<file path="src/rtl/quickq_pkg.sv">
// Shared QuickQ definitions: default entry geometry, swap-engine state encoding,
// and the key-field extractor used by the queue datapaths.
package quickq_pkg;

    localparam int unsigned KEY_W  = 16;
    localparam int unsigned DATA_W = 32;
    localparam int unsigned ADDR_W = 32;

    typedef enum logic [2:0] {
        IDLE,
        RD_P,
        RD_C,
        CAP_C,
        CMP,
        WR_P,
        WR_C,
        DONE
    } swap_state_t;

    function automatic logic [KEY_W-1:0] key_of(input logic [DATA_W-1:0] entry);
        return entry[DATA_W-1 -: KEY_W];
    endfunction

endpackage

</file>
<file path="src/rtl/quick_key_cmp.sv">
// Heap-order key comparator: flags a swap when the child key beats the parent key.
// Equal keys never swap; keys are unsigned.
module quick_key_cmp #(
    parameter int unsigned KEY_W    = 16,
    parameter int unsigned MAX_HEAP = 0
) (
    input  logic [KEY_W-1:0] parent_key_i,
    input  logic [KEY_W-1:0] child_key_i,
    output logic             swap_o
);
    import quickq_pkg::*;

    always_comb begin
        swap_o = 1'b0;
        if (MAX_HEAP != 0) begin
            swap_o = child_key_i > parent_key_i;
        end else begin
            swap_o = child_key_i < parent_key_i;
        end
    end

endmodule

</file>
<file path="src/rtl/quick_swap_unit.sv">
// QuickQ compare-and-swap engine: reads a parent/child entry pair from BRAM,
// compares keys and writes them back exchanged when heap order is violated.
module quick_swap_unit #(
    parameter int unsigned KEY_W    = quickq_pkg::KEY_W,
    parameter int unsigned DATA_W   = quickq_pkg::DATA_W,
    parameter int unsigned ADDR_W   = quickq_pkg::ADDR_W,
    parameter int unsigned MAX_HEAP = 0
) (
    input  logic              clk,
    input  logic              rst,
    input  logic              start,
    input  logic [ADDR_W-1:0] parent_addr,
    input  logic [ADDR_W-1:0] child_addr,
    output logic              bram_re,
    output logic [ADDR_W-1:0] bram_rd_addr,
    input  logic [DATA_W-1:0] bram_rd_data,
    output logic              bram_we,
    output logic [ADDR_W-1:0] bram_wr_addr,
    output logic [DATA_W-1:0] bram_wr_data,
    output logic              busy,
    output logic              cmp_valid,
    output logic              result,
    output logic              swap_done
);
    import quickq_pkg::*;

    swap_state_t       state_q;
    logic [ADDR_W-1:0] paddr_q, caddr_q;
    logic [DATA_W-1:0] pdata_q, cdata_q;
    logic              re_q, we_q, busy_q, cmp_valid_q, result_q, swap_done_q;
    logic [ADDR_W-1:0] rd_addr_q, wr_addr_q;
    logic [DATA_W-1:0] wr_data_q;
    logic              swap;

    // Child key taken straight off the read bus so result is registered on entry to CMP.
    quick_key_cmp #(
        .KEY_W    (KEY_W),
        .MAX_HEAP (MAX_HEAP)
    ) u_key_cmp (
        .parent_key_i (pdata_q[DATA_W-1 -: KEY_W]),
        .child_key_i  (bram_rd_data[DATA_W-1 -: KEY_W]),
        .swap_o       (swap)
    );

    always_ff @(posedge clk or negedge rst) begin
        if (!rst) begin
            state_q     <= IDLE;
            paddr_q     <= '0;
            caddr_q     <= '0;
            pdata_q     <= '0;
            cdata_q     <= '0;
            re_q        <= 1'b0;
            we_q        <= 1'b0;
            busy_q      <= 1'b0;
            cmp_valid_q <= 1'b0;
            result_q    <= 1'b0;
            swap_done_q <= 1'b0;
            rd_addr_q   <= '0;
            wr_addr_q   <= '0;
            wr_data_q   <= '0;
        end else begin
            cmp_valid_q <= 1'b0;
            swap_done_q <= 1'b0;
            case (state_q)
                IDLE: begin
                    if (start) begin
                        paddr_q   <= parent_addr;
                        caddr_q   <= child_addr;
                        re_q      <= 1'b1;
                        rd_addr_q <= parent_addr;
                        busy_q    <= 1'b1;
                        state_q   <= RD_P;
                    end
                end
                RD_P: begin
                    rd_addr_q <= caddr_q;
                    state_q   <= RD_C;
                end
                RD_C: begin
                    pdata_q <= bram_rd_data;
                    re_q    <= 1'b0;
                    state_q <= CAP_C;
                end
                CAP_C: begin
                    cdata_q     <= bram_rd_data;
                    result_q    <= swap;
                    cmp_valid_q <= 1'b1;
                    state_q     <= CMP;
                end
                CMP: begin
                    if (result_q) begin
                        we_q      <= 1'b1;
                        wr_addr_q <= paddr_q;
                        wr_data_q <= cdata_q;
                        state_q   <= WR_P;
                    end else begin
                        swap_done_q <= 1'b1;
                        state_q     <= DONE;
                    end
                end
                WR_P: begin
                    wr_addr_q <= caddr_q;
                    wr_data_q <= pdata_q;
                    state_q   <= WR_C;
                end
                WR_C: begin
                    we_q        <= 1'b0;
                    swap_done_q <= 1'b1;
                    state_q     <= DONE;
                end
                DONE: begin
                    busy_q  <= 1'b0;
                    state_q <= IDLE;
                end
                default: state_q <= IDLE;
            endcase
        end
    end

    assign bram_re      = re_q;
    assign bram_rd_addr = rd_addr_q;
    assign bram_we      = we_q;
    assign bram_wr_addr = wr_addr_q;
    assign bram_wr_data = wr_data_q;
    assign busy         = busy_q;
    assign cmp_valid    = cmp_valid_q;
    assign result       = result_q;
    assign swap_done    = swap_done_q;

endmodule

</file>
<file path="config.mk">
export PLATFORM = sky130hd
export DESIGN_NAME = quick_swap_unit
export DESIGN_NICKNAME = d
export VERILOG_FILES = /design/src/rtl/quickq_pkg.sv /design/src/rtl/quick_key_cmp.sv /design/src/rtl/quick_swap_unit.sv
export SDC_FILE = /design/constraint.sdc
export NUM_CORES = 1
export LEC_CHECK = 0
export CAP_MARGIN = 10
export CELL_PAD_IN_SITES_DETAIL_PLACEMENT = 1
export CELL_PAD_IN_SITES_GLOBAL_PLACEMENT = 2
export CORE_ASPECT_RATIO = 0.6
export CORE_MARGIN = 2
export CORE_UTILIZATION = 32
export CTS_CLUSTER_SIZE = 20
export DETAILED_ROUTE_END_ITERATION = 10
export PLACE_DENSITY = 0.76
export SLEW_MARGIN = 20
export SYNTH_ARGS = -nofsm -noshare
export SYNTH_HDL_FRONTEND = slang
export SYNTH_SLANG_ARGS = --single-unit
</file>
<file path="constraint.sdc">
create_clock -name clk -period 2 [get_ports clk]
set_input_delay 0.4 -clock clk [delete_from_list [all_inputs] [get_ports clk]]
set_output_delay 0.4 -clock clk [all_outputs]
set_load 0.05 [all_outputs]
</file>
==> results.txt, run 1 <==
Status: finished, final reports clean
Core Region: 29920 µm²
TritonCTS clock tree: built
Largest net degree at the start of global routing: 57
Final WL: 28.66 mm
Via count: 7515
Worst setup margin: 0.1399 ns
Post-Synth XOR/XNOR Area: 0%
Post-CTS setup buffer count: 0
Power Density: 1710 nW/µm²
Worst EP arrival: 1.46 ns
DR pass1 iterations: 4
Register area share after synthesis: 59.88%
Initial Util: 32.54%
Design area: 12880 µm²
WL/cell: 17.72 µm
Die Footprint: 31880 µm²
Yosys top cell by area: dfrtp_1
Final max-slew violation count: 0
# setup viols final: 0
Crit path time final: 1.860 ns
Critical path buffers and inverters: 1
Worst Setup Start Kind: flip-flop
Clock sink total: 233
Yosys Warn Count: 0
#FFs+latches synth: 233
DRT met1 WL: 14.17 mm
Req. time, crit path: 1.60 ns
Cell Area, Synth: 9737 µm²
Netlist cell types: 35
Post-Syn Instances: 992
CP max-delay cell: dlygate4sd2_1
Pleak: 0.006214 µW
Post-Synth Simple-Gate Area: 20.02%
Clk root buf: clkbuf_16
Iteration-0 DRC Markers: 281
H-tree depth: 1
Antenna violation net count after detailed routing: 0
Post-synthesis compound-gate area fraction: 5.603%
Reg2reg start: state_q[2]
Final hold violations: 0
Top Family by Delay on Critical Path: buffers and inverters
Crit path cell chain: dlygate4sd2_1
First-pass GRT wire length: 46.09 mm
Yosys top cell area share: 59.88%
Number of buffers created by CTS: 24
Area delta synth->final: 32.29%
Routed vias/inst: 4.647
Post-synth net total: 1106
Worst R2R Path Depth: 5
Largest family of logic cells by synthesized area: simple AND/OR/NAND/NOR gates
Vias in the first global route: 8105
Worst slew pin tran: 1.072 ns
Worst-path clk slew: 0.06 ns
Initial antenna violation count: 2
DP HPWL: 19.28 mm
Post-synthesis mux area share: 8.250%
VDD IR max: 563.6 µV
Rows: 49
Routed length on met3: 1.342 mm
Worst-path maximum fanout: 2
Min-Delay Path Class: in -> async
Setup tns final: 0 ns
Met2 WL: 12.81 mm
Overflow after GRT: 0
Layout cells sized above 1: 9.528%
Headroom to the max-slew limit: 28.38%
Max Root-Sink Buffers: 3
Dpl ws: -0.2138 ns
Syn Area/Cell: 9.815 µm²
Setup crit end kind: output port
Reg2reg setup slack: 0.15 ns
Max Freq: 0.5376 GHz
RePlAce Congestion: 0.7587
R2r endpoint: bram_rd_addr[26]
Post-DP Area: 12270 µm²
Max cap viols: 0
Tcrit/Tclk final: 93.01%
Synth Area in Adders: 1.928%
Clk_lat worst skew: 0.52 ns
Setup Skew: 0.01603 ns
Final nets: 1311
PortBufs: 200
Die W: 229.2 µm
Top routing layer in use: met5
Die extent in y: 139.1 µm
CP Class: reg -> out
# DRC: 0
IO Count: 201
Slowest Stage Delay on Critical Path: 0.55 ns
Dominant cells by area after synthesis: dfrtp_1 60%, nand2_1 17%, mux2i_1 6.2%
RSZ-0062 raised after global routing: true
Gr usage total: 18.21%
-- worst max-delay path by stage --
stage                    startpoint               end  slack, ns  depth (start not counted)
detailed placement            start  bram_rd_addr[26]      -0.21                          5
floorplan                    result  bram_wr_data[18]       0.28                          6
CTS                      state_q[2]  bram_rd_addr[26]       0.09                          5
global route             state_q[2]  bram_rd_addr[26]      -0.03                          5
finish              bram_wr_data[2]   bram_wr_data[2]       0.14                          1
global placement              start   bram_rd_addr[6]      -0.17                          6
-- registers in the layout, indices dropped and copies added, names as in the netlist, 3 cells and up --
register	count
bram_rd_addr	32
bram_wr_addr	32
bram_wr_data	32
caddr_q	32
cdata_q	32
paddr_q	32
pdata_q	32
state_q	3
-- Yosys cell counts (all sizes together) --
cell and instances:
nor3b 1, ha 15, a211oi 3, mux2 18
nand2b 1, dfrtp 233, nor4b 1, nand4 2
a22oi 4, o21ai 81, a21oi 8, nor3 2
and2 2, mux2i 60, nor2b 3, a2111oi 1
buf 32, or4b 1, a22o 1, nor2 6
o21a 1, o211ai 1, or2 1, clkbuf 23
a21o 2, inv 18, nand3 33, nand2 438
-- cell families (layout without fill, tap and decap cells) --
| logic type | after synthesis | after routing |
|---|---|---|
| simple gates | 491 | 491 |
| flops | 233 | 233 |
| compound gates | 102 | 102 |
| mux | 78 | 78 |
| buf+inv | 73 | 288 |
| fa+ha+maj | 15 | 15 |
| other cells | 0 | 2 |
-- power breakdown --
group / switching, µW / total [µW] / internal [µW]
combinational: 6600 / 9680 / 3080
sequential: 1290 / 8190 / 6900
clock: 1820 / 4150 / 2330
-- cells in the final DEF (no fill, tap or decap), types with 3 or more instances in the layout --
| master | count |
|---|---|
| mux2_2 | 18 |
| a22oi_1 | 4 |
| nand3_1 | 33 |
| o21ai_0 | 56 |
| mux2i_1 | 60 |
| dfrtp_1 | 232 |
| buf_4 | 44 |
| dlygate4sd2_1 | 79 |
| clkinv_2 | 3 |
| a211oi_1 | 3 |
| clkbuf_1 | 6 |
| inv_1 | 17 |
| nand2_1 | 438 |
| clkbuf_16 | 25 |
| o21ai_1 | 25 |
| nor2_1 | 4 |
| ha_1 | 15 |
| buf_12 | 12 |
| clkdlybuf4s50_1 | 97 |
| a21oi_1 | 8 |
-- repair_timing --
| action | CTS | global route |
|---|---|---|
| hold buffers | 1 | 0 |
| hold endpoints to repair | 38 | 0 |
| gates resized for setup | 80 | 0 |
| setup endpoints to repair | 80 | 2 |
-- layout make-up --
cell class	instances	area, µm²
Multi-Input combinational cell	686	3517
Tap cell	408	510.5
Sequential cell	233	5832
Clock buffer	33	675.6
Inverter	18	67.56
Clock inverter	3	15.01
Fill cell	3428	17040
Timing Repair Buffer	234	2258
Antenna cell	2	5.005
-- through the flow --
stage / utilization, % / hold WS (ns) / total power, µW / instances
after floorplan: - / 0.1044 / 14720 / 992
after global placement: 41.02 / 0.3390 / 18290 / 1578
after detailed placement: 41.02 / 0.3370 / 18590 / 1578
after CTS: 43.04 / 0.3775 / 22400 / 1615
after global routing: 43.04 / 0.3963 / 23550 / 1615
final: 43.05 / 0.3854 / 22030 / 1617
-- per-layer routing --
layer / vias up / GRT usage (%)
li1: 3615 / -
met1: 3739 / 26.34
met2: 131 / 28.29
met3: 28 / 4.359
met4: 2 / 2.700
met5: - / 0
Note: power is estimated with default switching activity, not from simulation.
==> run 2: changes to the inputs <==
--- a/config.mk
+++ b/config.mk
@@ -18,3 +18,4 @@
 export SYNTH_ARGS = -nofsm -noshare
 export SYNTH_HDL_FRONTEND = slang
 export SYNTH_SLANG_ARGS = --single-unit
+export TNS_END_PERCENT = 50
==> run 2 against run 1 <==
  * Die area unchanged
  * Power up 0.27%
  * First-iteration DRC count grew 2.5%
  * Cell area is 0.17% higher
  * Core utilization grew 0.075 points
  * Count of clock-buffer cells in the layout stayed put
  * Largest power group unchanged
==> results.txt, run 2 (synthesis gave the netlist of run 1 again) <==
Max Freq: 0.5350 GHz (-0.48%)
Core Region: 29920 µm² (unchanged)
Routed vias/inst: 4.670 (+0.47%)
Tcrit/Tclk final: 93.45% (+0.45 points)
TritonCTS clock tree: built
Multi-input gate area: 3528 µm² (+0.32%)
P_sw: 9764 µW (+0.46%)
Worst Setup Start Kind: flip-flop
Final nets: 1314 (+0.23%)
Routed length on met3: 1.294 mm (-3.6%)
Clk_lat worst skew: 0.52 ns (about the same)
Core Util, Final: 43.13% (+0.075 points)
Final hold violations: 0 (unchanged)
Gr usage total: 18.21% (unchanged)
Setup tns final: 0 ns (unchanged)
FF+latch area: 5831 µm² (about the same)
RSZ-0062 raised after global routing: true
First-pass GRT wire length: 46.09 mm (about the same)
Antenna violation net count after detailed routing: 0 (unchanged)
Commonest non-fill, non-tap cells in the layout: 438 x nand2_1, 233 x dfrtp_1, 97 x clkdlybuf4s50_1, 79 x dlygate4sd2_1, 60 x mux2i_1
DP HPWL: 19.28 mm (unchanged)
# DRC: 0 (unchanged)
Worst-path clk slew: 0.06 ns (about the same)
Top routing layer in use: met5
Die W: 229.2 µm (unchanged)
Max Root-Sink Buffers: 3 (unchanged)
Sw frac: 44.21% (+0.083 points)
Worst slew pin tran: 0.6598 ns (-0.4119 ns)
Die Footprint: 31880 µm² (unchanged)
Status: finished, final reports clean
DR pass1 iterations: 4 (unchanged)
RePlAce Congestion: 0.7587 (unchanged)
Crit path time final: 1.869 ns (+0.008979 ns)
Req. time, crit path: 2.45 ns (+0.85 ns)
Overflow after GRT: 0 (unchanged)
Initial Util: 32.54% (unchanged)
Headroom to the max-slew limit: 55.91% (+28 points)
CP max-delay cell: buf_4
Post-DP Area: 12270 µm² (unchanged)
Crit path cell chain: buf_4, nor3b_4, buf_4, nand2_1, nand3_1
Clock sink total: 233 (unchanged)
Initial antenna violation count: 2 (unchanged)
Power Density: 1712 nW/µm² (about the same)
IO Count: 201 (unchanged)
Vias in the first global route: 8115 (+0.12%)
Combinational share of power: 44.1% (+0.2 points)
CP Class: reg -> reg
Rows: 49 (unchanged)
Min-Delay Path Class: in -> async
DRT met1 WL: 14.41 mm (+1.7%)
Slowest Stage Delay on Critical Path: 0.51 ns (-0.04 ns)
Setup crit end kind: flip-flop
Die extent in y: 139.1 µm (unchanged)
Worst-path maximum fanout: 32 (+30)
Setup Skew: 0.01841 ns (+0.002380 ns)
# setup viols final: 0 (unchanged)
Pleak: 0.006229 µW (+0.25%)
Via count: 7560 (+0.60%)
Worst EP arrival: 2.32 ns (+0.86 ns)
Clk root buf: clkbuf_16
Design area: 12900 µm² (+0.17%)
H-tree depth: 1 (unchanged)
WL/cell: 17.91 µm (+1.1%)
Met2 WL: 12.96 mm (+1.1%)
VDD IR max: 564.3 µV (+0.12%)
Crit-path most repeated cell: buf_4
Sequential Power Share: 37.1% (about the same)
Layout cells sized above 1: 9.669% (+0.14 points)
Most common cell after layout, fill and taps aside: nand2_1
Number of buffers created by CTS: 24 (unchanged)
Area delta synth->final: 32.52%
Max cap viols: 0 (unchanged)
Fill cell count: 3427 (-0.029%)
Clock share of power: 18.8% (about the same)
Int Pwr: 12320 µW (+0.12%)
Iteration-0 DRC Markers: 288 (+2.5%)
Final max-slew violation count: 0 (unchanged)
PortBufs: 200 (unchanged)
Largest net degree at the start of global routing: 57 (unchanged)
Final WL: 29.00 mm (+1.2%)
-- run 2: critical path: cells and delay by family (launching register included) --
kind | cells | cell delay [ns]
buffers and inverters | 2 | 0.71
DFF | 1 | 0.49
and+or+nand+nor | 3 | 0.57
-- run 2: routing by layer --
| metal | vias up | GRT usage [%] |
|---|---|---|
| met3 | 28 | 4.359 |
| met2 | 126 | 28.31 |
| met1 | 3783 | 26.31 |
| met5 | - | 0 |
| met4 | 2 | 2.734 |
| li1 | 3621 | - |
-- run 2: path summary, 6_finish.rpt --
path | from | to | slack [ns] | depth (start not counted)
max | state_q[2] | bram_rd_addr[7] | 0.13 | 5
min | rst | bram_wr_data[21] | 0.38 | 2
max reg2reg | state_q[2] | bram_rd_addr[7] | 0.13 | 5
min reg2reg | bram_rd_addr[14] | bram_rd_addr[14] | 0.47 | 2
max in group asynchronous | rst | paddr_q[11] | 0.94 | 3
min in group clk | child_addr[18] | caddr_q[18] | 0.41 | 3
-- run 2: power groups by stage --
stage	Clock [µW]	Combinational (µW)	Sequential [µW]
3_5_place_dp	0	10300	8290
3_3_place_gp	0	10000	8260
5_1_grt	4480	10600	8500
4_1_cts	4300	9870	8220
2_1_floorplan	0	3800	10900
6_report	4150	9740	8200
-- run 2: timing repair --
action / 4_1_cts / 5_1_grt
hold buffers: 1 / 0
setup buffers: 0 / 2
resized for setup: 79 / 1
endpoints found under the hold margin: 38 / 0
endpoints found under the setup margin: 80 / 32
pin swaps: 0 / 2
cloned: 0 / 1
-- run 2: area by class of cell --
| cell class | instances | area share (%) |
|---|---|---|
| Timing Repair Buffer | 236 | 17.62 |
| Antenna cell | 1 | 0.01939 |
| Clock inverter | 3 | 0.1164 |
| Clock buffer | 33 | 5.236 |
| Inverter | 18 | 0.5236 |
| Tap cell | 408 | 3.956 |
| Multi-Input combinational cell | 687 | 27.34 |
| Sequential cell | 233 | 45.19 |
-- run 2: stage by stage --
step | total power, µW | hold WS, ns | setup slack, ns | cells
global route | 23610 | 0.3963 | -0.001995 | 1618
detailed placement | 18590 | 0.3370 | -0.2138 | 1578
global placement | 18290 | 0.3390 | -0.1666 | 1578
finish | 22090 | 0.3848 | 0.1309 | 1619
CTS | 22400 | 0.3775 | -0.001998 | 1615
floorplan | 14720 | 0.1044 | 0.2830 | 992
==> run 3: changes to the inputs <==
--- a/config.mk
+++ b/config.mk
@@ -11,7 +11,7 @@
 export CORE_ASPECT_RATIO = 0.6
 export CORE_MARGIN = 2
 export CORE_UTILIZATION = 32
-export CTS_CLUSTER_SIZE = 20
+export CTS_CLUSTER_SIZE = 16
 export DETAILED_ROUTE_END_ITERATION = 10
 export PLACE_DENSITY = 0.76
 export SLEW_MARGIN = 20
==> results of run 3 <==
Same layout as run 2: the final DEF is identical, and so are final timing and power.
